### config.mk
export PLATFORM = sky130hd
export DESIGN_NAME = aes_chip_driver
export DESIGN_NICKNAME = d
export VERILOG_FILES = /design/src/rtl/aes_chip_driver.sv
export SDC_FILE = /design/constraint.sdc
export NUM_CORES = 1
export LEC_CHECK = 0
export BUFFER_PORTS_ARGS = -buffer_cell sky130_fd_sc_hd__buf_2
export CAP_MARGIN = 20
export CORE_AREA = 4 4 214 216
export DETAILED_ROUTE_END_ITERATION = 8
export DIE_AREA = 0 0 218 220
export PLACE_DENSITY = 0.56
export SYNTH_ARGS = -nofsm -noshare
export SYNTH_HDL_FRONTEND = slang
export SYNTH_SLANG_ARGS = --single-unit
### constraint.sdc
create_clock -name clk -period 6.3 [get_ports clk]
set_clock_uncertainty 0.1 [all_clocks]
set_input_delay 0 -clock clk [delete_from_list [all_inputs] [get_ports clk]]
set_output_delay 0 -clock clk [all_outputs]
set_load 0.1 [all_outputs]
### src/rtl/aes_chip_driver.sv
// aes_chip_driver
// Sequences one AES-128 chip test run once the chip reset is released:
// settle, stream key then plaintext bytewise (MSB byte first), strobe start,
// wait for done with a timeout, read back 16 ciphertext bytes, compare against
// the expected value and report. A run pulse in DONE repeats the run without
// settling.
//
// Ports
//   clk, rst_n           clock, asynchronous active-low reset
//   chip_rst_n           chip reset from the reset generator (sync to clk);
//                        low aborts the run back to IDLE
//   run                  1-cycle restart pulse, honoured only in DONE
//   key, pt, exp_ct      key, plaintext, expected ciphertext (128 bit)
//   chip_din/_vld/_sel   byte stream to the chip (sel 0 = key, 1 = plaintext)
//   chip_start           1-cycle start strobe
//   chip_done            chip finished (level or pulse)
//   chip_dout_rd         read strobe; chip_dout carries the byte one cycle later
//   chip_dout            ciphertext byte from the chip
//   busy                 high in every state except IDLE and DONE
//   test_done            high in DONE
//   test_pass            ciphertext matched exp_ct (valid with test_done)
//   timeout_err          chip never signalled done (valid with test_done)
//   ct_out               captured ciphertext, MSB byte first
//   latency              cycles from chip_start to chip_done, saturating
module aes_chip_driver #(
    parameter int unsigned SETTLE_CYC  = 4,
    parameter int unsigned TIMEOUT_CYC = 1024,
    parameter int unsigned NBYTES      = 16
) (
    input  logic         clk,
    input  logic         rst_n,
    input  logic         chip_rst_n,
    input  logic         run,
    input  logic [127:0] key,
    input  logic [127:0] pt,
    input  logic [127:0] exp_ct,
    output logic [7:0]   chip_din,
    output logic         chip_din_vld,
    output logic         chip_din_sel,
    output logic         chip_start,
    input  logic         chip_done,
    output logic         chip_dout_rd,
    input  logic [7:0]   chip_dout,
    output logic         busy,
    output logic         test_done,
    output logic         test_pass,
    output logic         timeout_err,
    output logic [127:0] ct_out,
    output logic [15:0]  latency
);

    // One shared counter covers settle, byte index, read index and timeout.
    localparam int unsigned CW = $clog2(TIMEOUT_CYC + SETTLE_CYC + NBYTES + 1);

    localparam logic [CW-1:0] SETTLE_LAST = CW'(SETTLE_CYC - 1);
    localparam logic [CW-1:0] BYTE_LAST   = CW'(NBYTES - 1);
    localparam logic [CW-1:0] READ_LAST   = CW'(NBYTES);
    localparam logic [CW-1:0] TO_LAST     = CW'(TIMEOUT_CYC - 1);

    typedef enum logic [3:0] {
        StIdle,
        StSettle,
        StLoadKey,
        StLoadPt,
        StStart,
        StWaitDone,
        StRead,
        StCheck,
        StDone
    } state_e;

    state_e        state;
    logic [CW-1:0] cnt;

    // Byte idx of a 128-bit operand, counted from the MSB end.
    function automatic logic [7:0] byte_at(input logic [127:0] v, input logic [CW-1:0] idx);
        logic [127:0] sh;
        sh = v << {idx, 3'b000};
        return sh[127:120];
    endfunction

    always_ff @(posedge clk or negedge rst_n) begin
        if (!rst_n) begin
            state        <= StIdle;
            cnt          <= '0;
            chip_din     <= '0;
            chip_din_vld <= 1'b0;
            chip_din_sel <= 1'b0;
            chip_start   <= 1'b0;
            chip_dout_rd <= 1'b0;
            busy         <= 1'b0;
            test_done    <= 1'b0;
            test_pass    <= 1'b0;
            timeout_err  <= 1'b0;
            ct_out       <= '0;
            latency      <= '0;
        end else if (!chip_rst_n) begin
            // Chip held in reset: abandon the run but keep the last ciphertext.
            state        <= StIdle;
            cnt          <= '0;
            chip_din     <= '0;
            chip_din_vld <= 1'b0;
            chip_din_sel <= 1'b0;
            chip_start   <= 1'b0;
            chip_dout_rd <= 1'b0;
            busy         <= 1'b0;
            test_done    <= 1'b0;
            test_pass    <= 1'b0;
            timeout_err  <= 1'b0;
            latency      <= '0;
        end else begin
            chip_start <= 1'b0;
            case (state)
                StIdle: begin
                    state <= StSettle;
                    cnt   <= '0;
                    busy  <= 1'b1;
                end

                StSettle: begin
                    if (cnt == SETTLE_LAST) begin
                        state        <= StLoadKey;
                        cnt          <= '0;
                        chip_din     <= byte_at(key, '0);
                        chip_din_vld <= 1'b1;
                        chip_din_sel <= 1'b0;
                    end else begin
                        cnt <= cnt + 1'b1;
                    end
                end

                StLoadKey: begin
                    if (cnt == BYTE_LAST) begin
                        state        <= StLoadPt;
                        cnt          <= '0;
                        chip_din     <= byte_at(pt, '0);
                        chip_din_sel <= 1'b1;
                    end else begin
                        cnt      <= cnt + 1'b1;
                        chip_din <= byte_at(key, cnt + 1'b1);
                    end
                end

                StLoadPt: begin
                    if (cnt == BYTE_LAST) begin
                        state        <= StStart;
                        cnt          <= '0;
                        chip_din     <= '0;
                        chip_din_vld <= 1'b0;
                        chip_din_sel <= 1'b0;
                        chip_start   <= 1'b1;
                        latency      <= '0;
                    end else begin
                        cnt      <= cnt + 1'b1;
                        chip_din <= byte_at(pt, cnt + 1'b1);
                    end
                end

                StStart: begin
                    state <= StWaitDone;
                    cnt   <= '0;
                end

                StWaitDone: begin
                    // Counting includes the cycle in which done is sampled.
                    if (latency != 16'hFFFF) begin
                        latency <= latency + 16'd1;
                    end
                    if (chip_done) begin
                        state        <= StRead;
                        cnt          <= '0;
                        chip_dout_rd <= 1'b1;
                    end else if (cnt == TO_LAST) begin
                        state       <= StDone;
                        cnt         <= '0;
                        busy        <= 1'b0;
                        test_done   <= 1'b1;
                        test_pass   <= 1'b0;
                        timeout_err <= 1'b1;
                    end else begin
                        cnt <= cnt + 1'b1;
                    end
                end

                StRead: begin
                    // Strobe k goes out while cnt == k; its byte arrives while cnt == k+1.
                    for (int b = 0; b < int'(NBYTES); b++) begin
                        if (cnt == CW'(b + 1)) begin
                            ct_out[127-8*b -: 8] <= chip_dout;
                        end
                    end
                    if (cnt == BYTE_LAST) begin
                        chip_dout_rd <= 1'b0;
                    end
                    if (cnt == READ_LAST) begin
                        state <= StCheck;
                        cnt   <= '0;
                    end else begin
                        cnt <= cnt + 1'b1;
                    end
                end

                StCheck: begin
                    state     <= StDone;
                    busy      <= 1'b0;
                    test_done <= 1'b1;
                    test_pass <= (ct_out == exp_ct);
                end

                StDone: begin
                    if (run) begin
                        state        <= StLoadKey;
                        cnt          <= '0;
                        busy         <= 1'b1;
                        test_done    <= 1'b0;
                        test_pass    <= 1'b0;
                        timeout_err  <= 1'b0;
                        latency      <= '0;
                        chip_din     <= byte_at(key, '0);
                        chip_din_vld <= 1'b1;
                        chip_din_sel <= 1'b0;
                    end
                end

                default: begin
                    state <= StIdle;
                    cnt   <= '0;
                    busy  <= 1'b0;
                end
            endcase
        end
    end

endmodule

==> impl_metrics.py, run 1 <==
metrics = {
    "timing": {
        "setup_viol": 0,
        "maxSlewHeadroom": 0.301,
        "max_freq_ghz": 0.273,
        "hold_violations": 0,
        "tns_ns": 0,
        "post-route-period-util": 0.582,
        "slew_violations": 0,
        "period_minus_slack_ns": 3.66,
        "rsz0062_at_grt": "no",
        "whs_ns": 0.0275,
        "setup_ws_ns": 2.64,
        "tightest_slew_ns": 1.04,
    },
    "grt": {
        "grt-ovfl-total": 0,
        "track_usage": 0.201,
        "grt_pass1_vias": 10500,
        "grt_max_degree": 78,
        "antenna_found_initial": 3,
        "grt_pass1_wl_um": 71100,
    },
    "setup_path": {
        "worst_setup_path_start_kind": "flip-flop",
        "crit_required_ns": 6.50,
        "cp_slowest_cell": "ha_2",
        "path_max_fanout": 32,
        "crit_chain": "inv_1 > ha_2 > buf_4 > mux4_2 > mux2_2 > o22ai_1 > a221o_1 > o211ai_1",
        "cp-end-kind": "flip-flop",
        "critPathMaxStageDelay_ns": 0.84,
        "crit_type": "flip-flop to flip-flop",
        "rrSetupSlack_ns": 2.64,
        "arrival_ns": 3.87,
        "worst-r2r-cell-count": 8,
    },
    "placement": {
        "place_congestion": 0.973,
        "dp_worst_setup_slack_ns": 2.58,
        "place_area_um2": 14800,
        "io_buffer_count": 556,
        "hpwl_um": 40300,
    },
    "synth": {
        "synth_fa_ha_area_frac": 0.00544,
        "synth.area.top_cells": "dfrtp_1 (38%), mux2_2 (14%), mux4_2 (12%), xor2_1 (6.2%), xnor2_1 (3.3%)",
        "yosysWarnings": 0,
        "synth_common_cells": "dfrtp_1 (175), mux2_2 (146), xor2_1 (82), mux4_2 (62), nand2_1 (45)",
        "synthMuxAreaShare": 0.285,
        "yosysTopAreaCellShare": 0.381,
        "yosys.area.top_type": "dfrtp_1",
        "syn-cell-area_um2": 11500,
        "seq_area_frac_synth": 0.381,
        "synth-simple-area-share": 0.116,
        "synth_cell_types": 74,
        "syn_area_per_cell_um2": 11.8,
        "synth_edf_count": 0,
        "synthCells": 971,
        "async_flop_share": 1.00,
        "synth.most_common_cell": "dfrtp_1",
        "ys_ff_latch": 175,
        "synth_fp_nets": 1373,
        "synth_top_family_by_area": "multiplexers",
        "synthFlopType": "dfrtp_1",
        "synth-xor-area-share": 0.0966,
        "synth_compound_area_frac": 0.0827,
    },
    "floorplan": {
        "start_util": 0.262,
        "rows": 77,
        "coreArea_um2": 43900,
        "die_y_um": 220,
        "die_x_um": 218,
        "die_area_um2": 48000,
        "pin_count": 557,
    },
    "power": {
        "powerDensity_nw_per_um2": 231,
        "irDropWorstVdd_v": 0.000152,
        "leakage_nw": 7.74,
    },
    "final_layout": {
        "stdcell_area_um2": 15600,
        "syn2layout_area_growth_pct": 36.0,
        "finish.net_count": 1919,
        "fin_util": 0.356,
        "drive_above_1_share": 0.549,
        "fill_cells": 4486,
    },
    "routing": {
        "wire_per_inst_um": 23.7,
        "drt-total-wl_um": 50400,
        "drt-initial-drc-count": 750,
        "drc": 0,
        "postRouteAntennaNets": 0,
        "viasPerCell": 4.96,
        "firstDrtPassIters": 4,
        "vias": 10500,
    },
    "clocking": {
        "cts_tree": "built",
        "clk_pin_slew_ns": 0.07,
        "clockBufferDepth": 2,
        "clock-sinks": 175,
        "h-tree-depth": 4,
        "ctsResizeCount": 0,
        "cts_buffers": 17,
        "cts_root_buf": "clkbuf_16",
        "clock_latency_ns": 0.44,
    },
    "run_status": {
        "status": "finished clean",
    },
    "min_path": {
        "holdPathStages": 5,
        "hold_path_class": "primary input to flip-flop",
    },
    "job": {
        "cap_violations": 0,
    },
}
## report_power, final
part / internal, mW / leakage (nW) / switching [mW] / total, mW
clock: 0.624 / 0.301 / 0.514 / 1.14
sequential: 1.16 / 2.43 / 0.0927 / 1.25
combinational: 0.489 / 5.01 / 0.734 / 1.22
## path summary, 6_finish.rpt
path / startpoint / end
setup / recovery: cnt[0] / chip_din[1]
hold / removal: exp_ct[34] / test_pass
setup reg to reg: cnt[0] / chip_din[1]
hold reg to reg: chip_din[2] / chip_din[2]
max in group asynchronous: rst_n / ct_out[28]
min in group asynchronous: rst_n / ct_out[51]
## layout by cell type (no fill, tap or decap), types with 4 or more instances in the layout
cell and n:
mux2i_1 18, nor2_2 12, nor2b_1 10, a31oi_1 11, o21ai_1 6, nor2_8 4
dlygate4sd3_1 18, xor2_1 82, clkbuf_16 17, buf_4 7, nand2b_1 6, nand4_1 30
ha_1 4, nand3_1 16, a22o_1 12, buf_2 556, inv_8 4, dfrtp_1 174
mux2_2 146, nor4_1 24, nor2_1 19, o21ai_0 24, mux4_2 62, xnor2_1 43
a21boi_0 4, and2_1 6, nand2_1 45, inv_1 20, o31ai_1 7, a221o_1 8
o22ai_1 15, and3_1 9, o211ai_1 5, a21oi_1 23, nor3_1 8
## cell type report
| class | instances | area [µm²] | area share |
|---|---|---|---|
| Inverter | 20 | 75.1 | 0.00480 |
| Tap cell | 592 | 741 | 0.0474 |
| Antenna cell | 3 | 7.51 | 0.000480 |
| Clock inverter | 13 | 171 | 0.0110 |
| Multi-Input combinational cell | 720 | 6760 | 0.432 |
| Timing Repair Buffer | 583 | 3050 | 0.195 |
| Sequential cell | 175 | 4380 | 0.280 |
| Clock buffer | 19 | 453 | 0.0290 |
## per-layer routing
| layer | GRT usage | up-vias | wire [µm] |
|---|---|---|---|
| li1 | - | 4775 | - |
| met1 | 0.291 | 5428 | 23300 |
| met2 | 0.318 | 316 | 24200 |
| met3 | 0.0349 | 23 | 2540 |
| met4 | 0.0383 | 0 | 439 |
| met5 | 0 | - | 0 |
## sequential cells by signal (all words and copies together), names as in the netlist
name and count:
chip_din 8, ct_out 128, chip_dout_rd 1, chip_start 1, cnt 11, chip_din_sel 1, chip_din_vld 1, latency 16
busy 1, test_done 1, state 4, timeout_err 1, test_pass 1
## through the flow
stage / std cells / power, mW
2_1_floorplan: 971 / 2.09
3_3_place_gp: 2070 / 2.48
3_5_place_dp: 2071 / 2.48
4_1_cts: 2122 / 3.66
5_1_grt: 2124 / 3.79
6_report: 2125 / 3.62
## cell families after synthesis
group,Yosys count
mux,228
simple gates,222
flops,175
compound gates,139
xor+xnor,126
buf+inv,76
fa+ha+maj,5
## worst max-delay path, delay by kind of cell (launching register included)
kind                     cells  cell delay (ns)
flip-flops                   1             0.77
buffers and inverters        2             0.50
AO/OA/AOI/OAI                3             0.48
multiplexers                 2             0.81
adder cells (fa/ha/maj)      1             0.84
## timing repair
item                      CTS  global route
hold buffers               19             0
buffers inserted            0             0
hold endpoints to repair   57             0
Power figures use the tool's default switching activity.
==> inputs of run 2 (changes only) <==
==> config.mk (replaced) <==
export PLATFORM = sky130hd
export DESIGN_NAME = aes_chip_driver
export DESIGN_NICKNAME = d
export VERILOG_FILES = /design/src/rtl/aes_chip_driver.sv
export SDC_FILE = /design/constraint.sdc
export NUM_CORES = 1
export LEC_CHECK = 0
export ABC_AREA = 1
export BUFFER_PORTS_ARGS = -buffer_cell sky130_fd_sc_hd__buf_2
export CAP_MARGIN = 20
export CORE_AREA = 4 4 218 220
export DETAILED_ROUTE_END_ITERATION = 8
export DIE_AREA = 0 0 222 224
export PLACE_DENSITY = 0.59
export SYNTH_ARGS = -nofsm -noshare
export SYNTH_HDL_FRONTEND = slang
export SYNTH_SLANG_ARGS = --single-unit
==> constraint.sdc (replaced) <==
create_clock -name clk -period 3.1 [get_ports clk]
set_clock_uncertainty 0.1 [all_clocks]
set_input_delay 0 -clock clk [delete_from_list [all_inputs] [get_ports clk]]
set_output_delay 0 -clock clk [all_outputs]
set_load 0.1 [all_outputs]
==> impl_metrics.py, run 2 <==
metrics = {
    "run_status": {
        "status": "finished clean",
    },
    "setup_path": {
        "crit_type": "flip-flop to flip-flop",
        "crit_required_ns": 3.37,
        "path_max_fanout": 18,
        "cp-end-kind": "flip-flop",
        "arrival_ns": 2.99,
        "worst_setup_path_start_kind": "flip-flop",
    },
    "floorplan": {
        "die_y_um": 224,
        "coreArea_um2": 45300,
        "pin_count": 557,
        "rows": 78,
        "start_util": 0.279,
        "die_area_um2": 49700,
        "die_x_um": 222,
    },
    "clocking": {
        "cts_buffers": 17,
        "clock-sinks": 175,
        "ctsResizeCount": 0,
        "clk_pin_slew_ns": 0.08,
        "clockBufferDepth": 2,
        "cts_tree": "built",
        "clock_latency_ns": 0.44,
        "cts_root_buf": "clkbuf_16",
        "h-tree-depth": 4,
    },
    "synth": {
        "syn-cell-area_um2": 12600,
        "yosysWarnings": 0,
        "syn_area_per_cell_um2": 6.43,
        "synth_common_cells": "nand2_1 (577), inv_1 (287), nand3_1 (211), nor2_1 (195), dfrtp_1 (175)",
        "synth-xor-area-share": 0.0805,
        "yosysTopAreaCellShare": 0.347,
        "synth_fp_nets": 2366,
        "synthCells": 1964,
        "synthMuxAreaShare": 0,
        "synth_edf_count": 0,
        "synth.area.top_cells": "dfrtp_1 (35%), nand2_1 (17%), inv_1 (8.5%), nand3_1 (8.4%), nor2_1 (5.8%)",
        "async_flop_share": 1.00,
        "synthFlopType": "dfrtp_1",
        "synth.most_common_cell": "nand2_1",
        "synth_cell_types": 37,
        "yosys.area.top_type": "dfrtp_1",
        "synth_compound_area_frac": 0.0762,
        "synth_top_family_by_area": "simple AND/OR/NAND/NOR gates",
        "ys_ff_latch": 175,
        "synth-simple-area-share": 0.377,
        "seq_area_frac_synth": 0.347,
        "synth_fa_ha_area_frac": 0.00495,
    },
    "timing": {
        "slew_violations": 0,
        "hold_violations": 0,
        "tns_ns": 0,
        "rsz0062_at_grt": "no",
        "post-route-period-util": 0.876,
        "max_freq_ghz": 0.368,
        "tightest_slew_ns": 0.858,
        "maxSlewHeadroom": 0.428,
        "setup_viol": 0,
        "whs_ns": 0.0470,
        "period_minus_slack_ns": 2.71,
    },
    "routing": {
        "postRouteAntennaNets": 0,
        "drt-total-wl_um": 59500,
        "drc": 0,
        "vias": 14800,
        "wire_per_inst_um": 19.1,
        "viasPerCell": 4.75,
        "firstDrtPassIters": 5,
        "drt-initial-drc-count": 1048,
    },
    "final_layout": {
        "layout_common_cells": "nand2_1 (577), buf_2 (555), inv_1 (286)",
        "syn2layout_area_growth_pct": 33.7,
        "fill_cells": 4961,
        "reg_top3": "ct_out x128, latency x16, cnt x11",
        "final_common_cell": "nand2_1",
        "finish.net_count": 2904,
        "multi_input_area_um2": 6830,
        "ff_latch_area_um2": 4380,
        "drive_above_1_share": 0.276,
        "largest_register": "ct_out",
        "largest_reg_flops": 128,
    },
    "grt": {
        "antenna_found_initial": 3,
        "grt_pass1_wl_um": 88500,
        "grt_max_degree": 131,
        "track_usage": 0.229,
        "grt_pass1_vias": 14800,
        "grt-ovfl-total": 0,
    },
    "power": {
        "irDropWorstVdd_v": 0.000388,
        "powerDensity_nw_per_um2": 506,
        "leakage_nw": 9.62,
    },
    "placement": {
        "place_congestion": 0.937,
        "io_buffer_count": 556,
        "hpwl_um": 47800,
    },
    "min_path": {
        "hold_path_class": "primary input to async pin",
    },
    "job": {
        "cap_violations": 0,
    },
}
==> run 2: per-layer routing <==
metal,track usage,part of all wire
met1,0.278,0.41
met2,0.422,0.51
met3,0.0383,0.056
met4,0.0562,0.023
met5,0,0
==> run 2: logic make-up after synthesis <==
group | after synthesis
and+or+nand+nor | 1116
buffers and inverters | 374
AOI/OAI and AO/OA | 178
DFF | 175
xor gates and xnor gates | 116
adders and majority gates | 5
==> run 2: final timing paths <==
check	cells after the start	slack, ns	endpoint	start
setup reg to reg	8	0.39	chip_din[4]	state[3]
hold / removal	2	0.05	ct_out[87]	rst_n
min in group clk	3	0.10	ct_out[51]	chip_dout[3]
max in group asynchronous	3	1.91	ct_out[15]	rst_n
setup / recovery	8	0.39	chip_din[4]	state[3]
hold reg to reg	2	0.38	test_done	test_done
==> run 2: layout make-up <==
cell class | count | area share
clock buffers | 18 | 0.0260
flip-flops and latches | 175 | 0.260
diodes | 2 | 0.000297
inverters | 291 | 0.0648
repair buffers | 602 | 0.192
clock inverters | 14 | 0.00823
well taps | 600 | 0.0445
multi-input cells | 1415 | 0.405
==> run 2: what timing repair did <==
item | in CTS | in global routing
hold buffers | 20 | 0
buffers inserted | 0 | 0
endpoints found under the hold margin | 89 | 0
==> run 2: where the power goes <==
part | switching [mW] | internal [mW]
registers | 0.0854 | 2.38
clock network | 1.08 | 1.10
logic | 2.70 | 1.20
==> run 2: metrics by stage <==
stage	util	power (mW)	cell area (µm²)	std cells	worst slack [ns]
detailed placement	0.355	6.36	16100	3063	0.601
finish	0.373	8.54	16900	3117	0.385
floorplan	-	5.12	12600	1964	0.495
global route	0.373	9.13	16900	3117	0.211
CTS	0.373	8.60	16900	3115	0.413
global placement	0.355	6.35	16100	3063	0.593
==> run 2: worst max-delay path: stages, from the launching register on <==
cell and delay (ns):
dfrtp_1 0.42, nor2_1 0.26, nand2_2 0.24, nor2_2 0.63, a32oi_1 0.21, dlygate4sd3_1 0.61, nand2_1 0.07, nand2_1 0.05
nand2_1 0.06
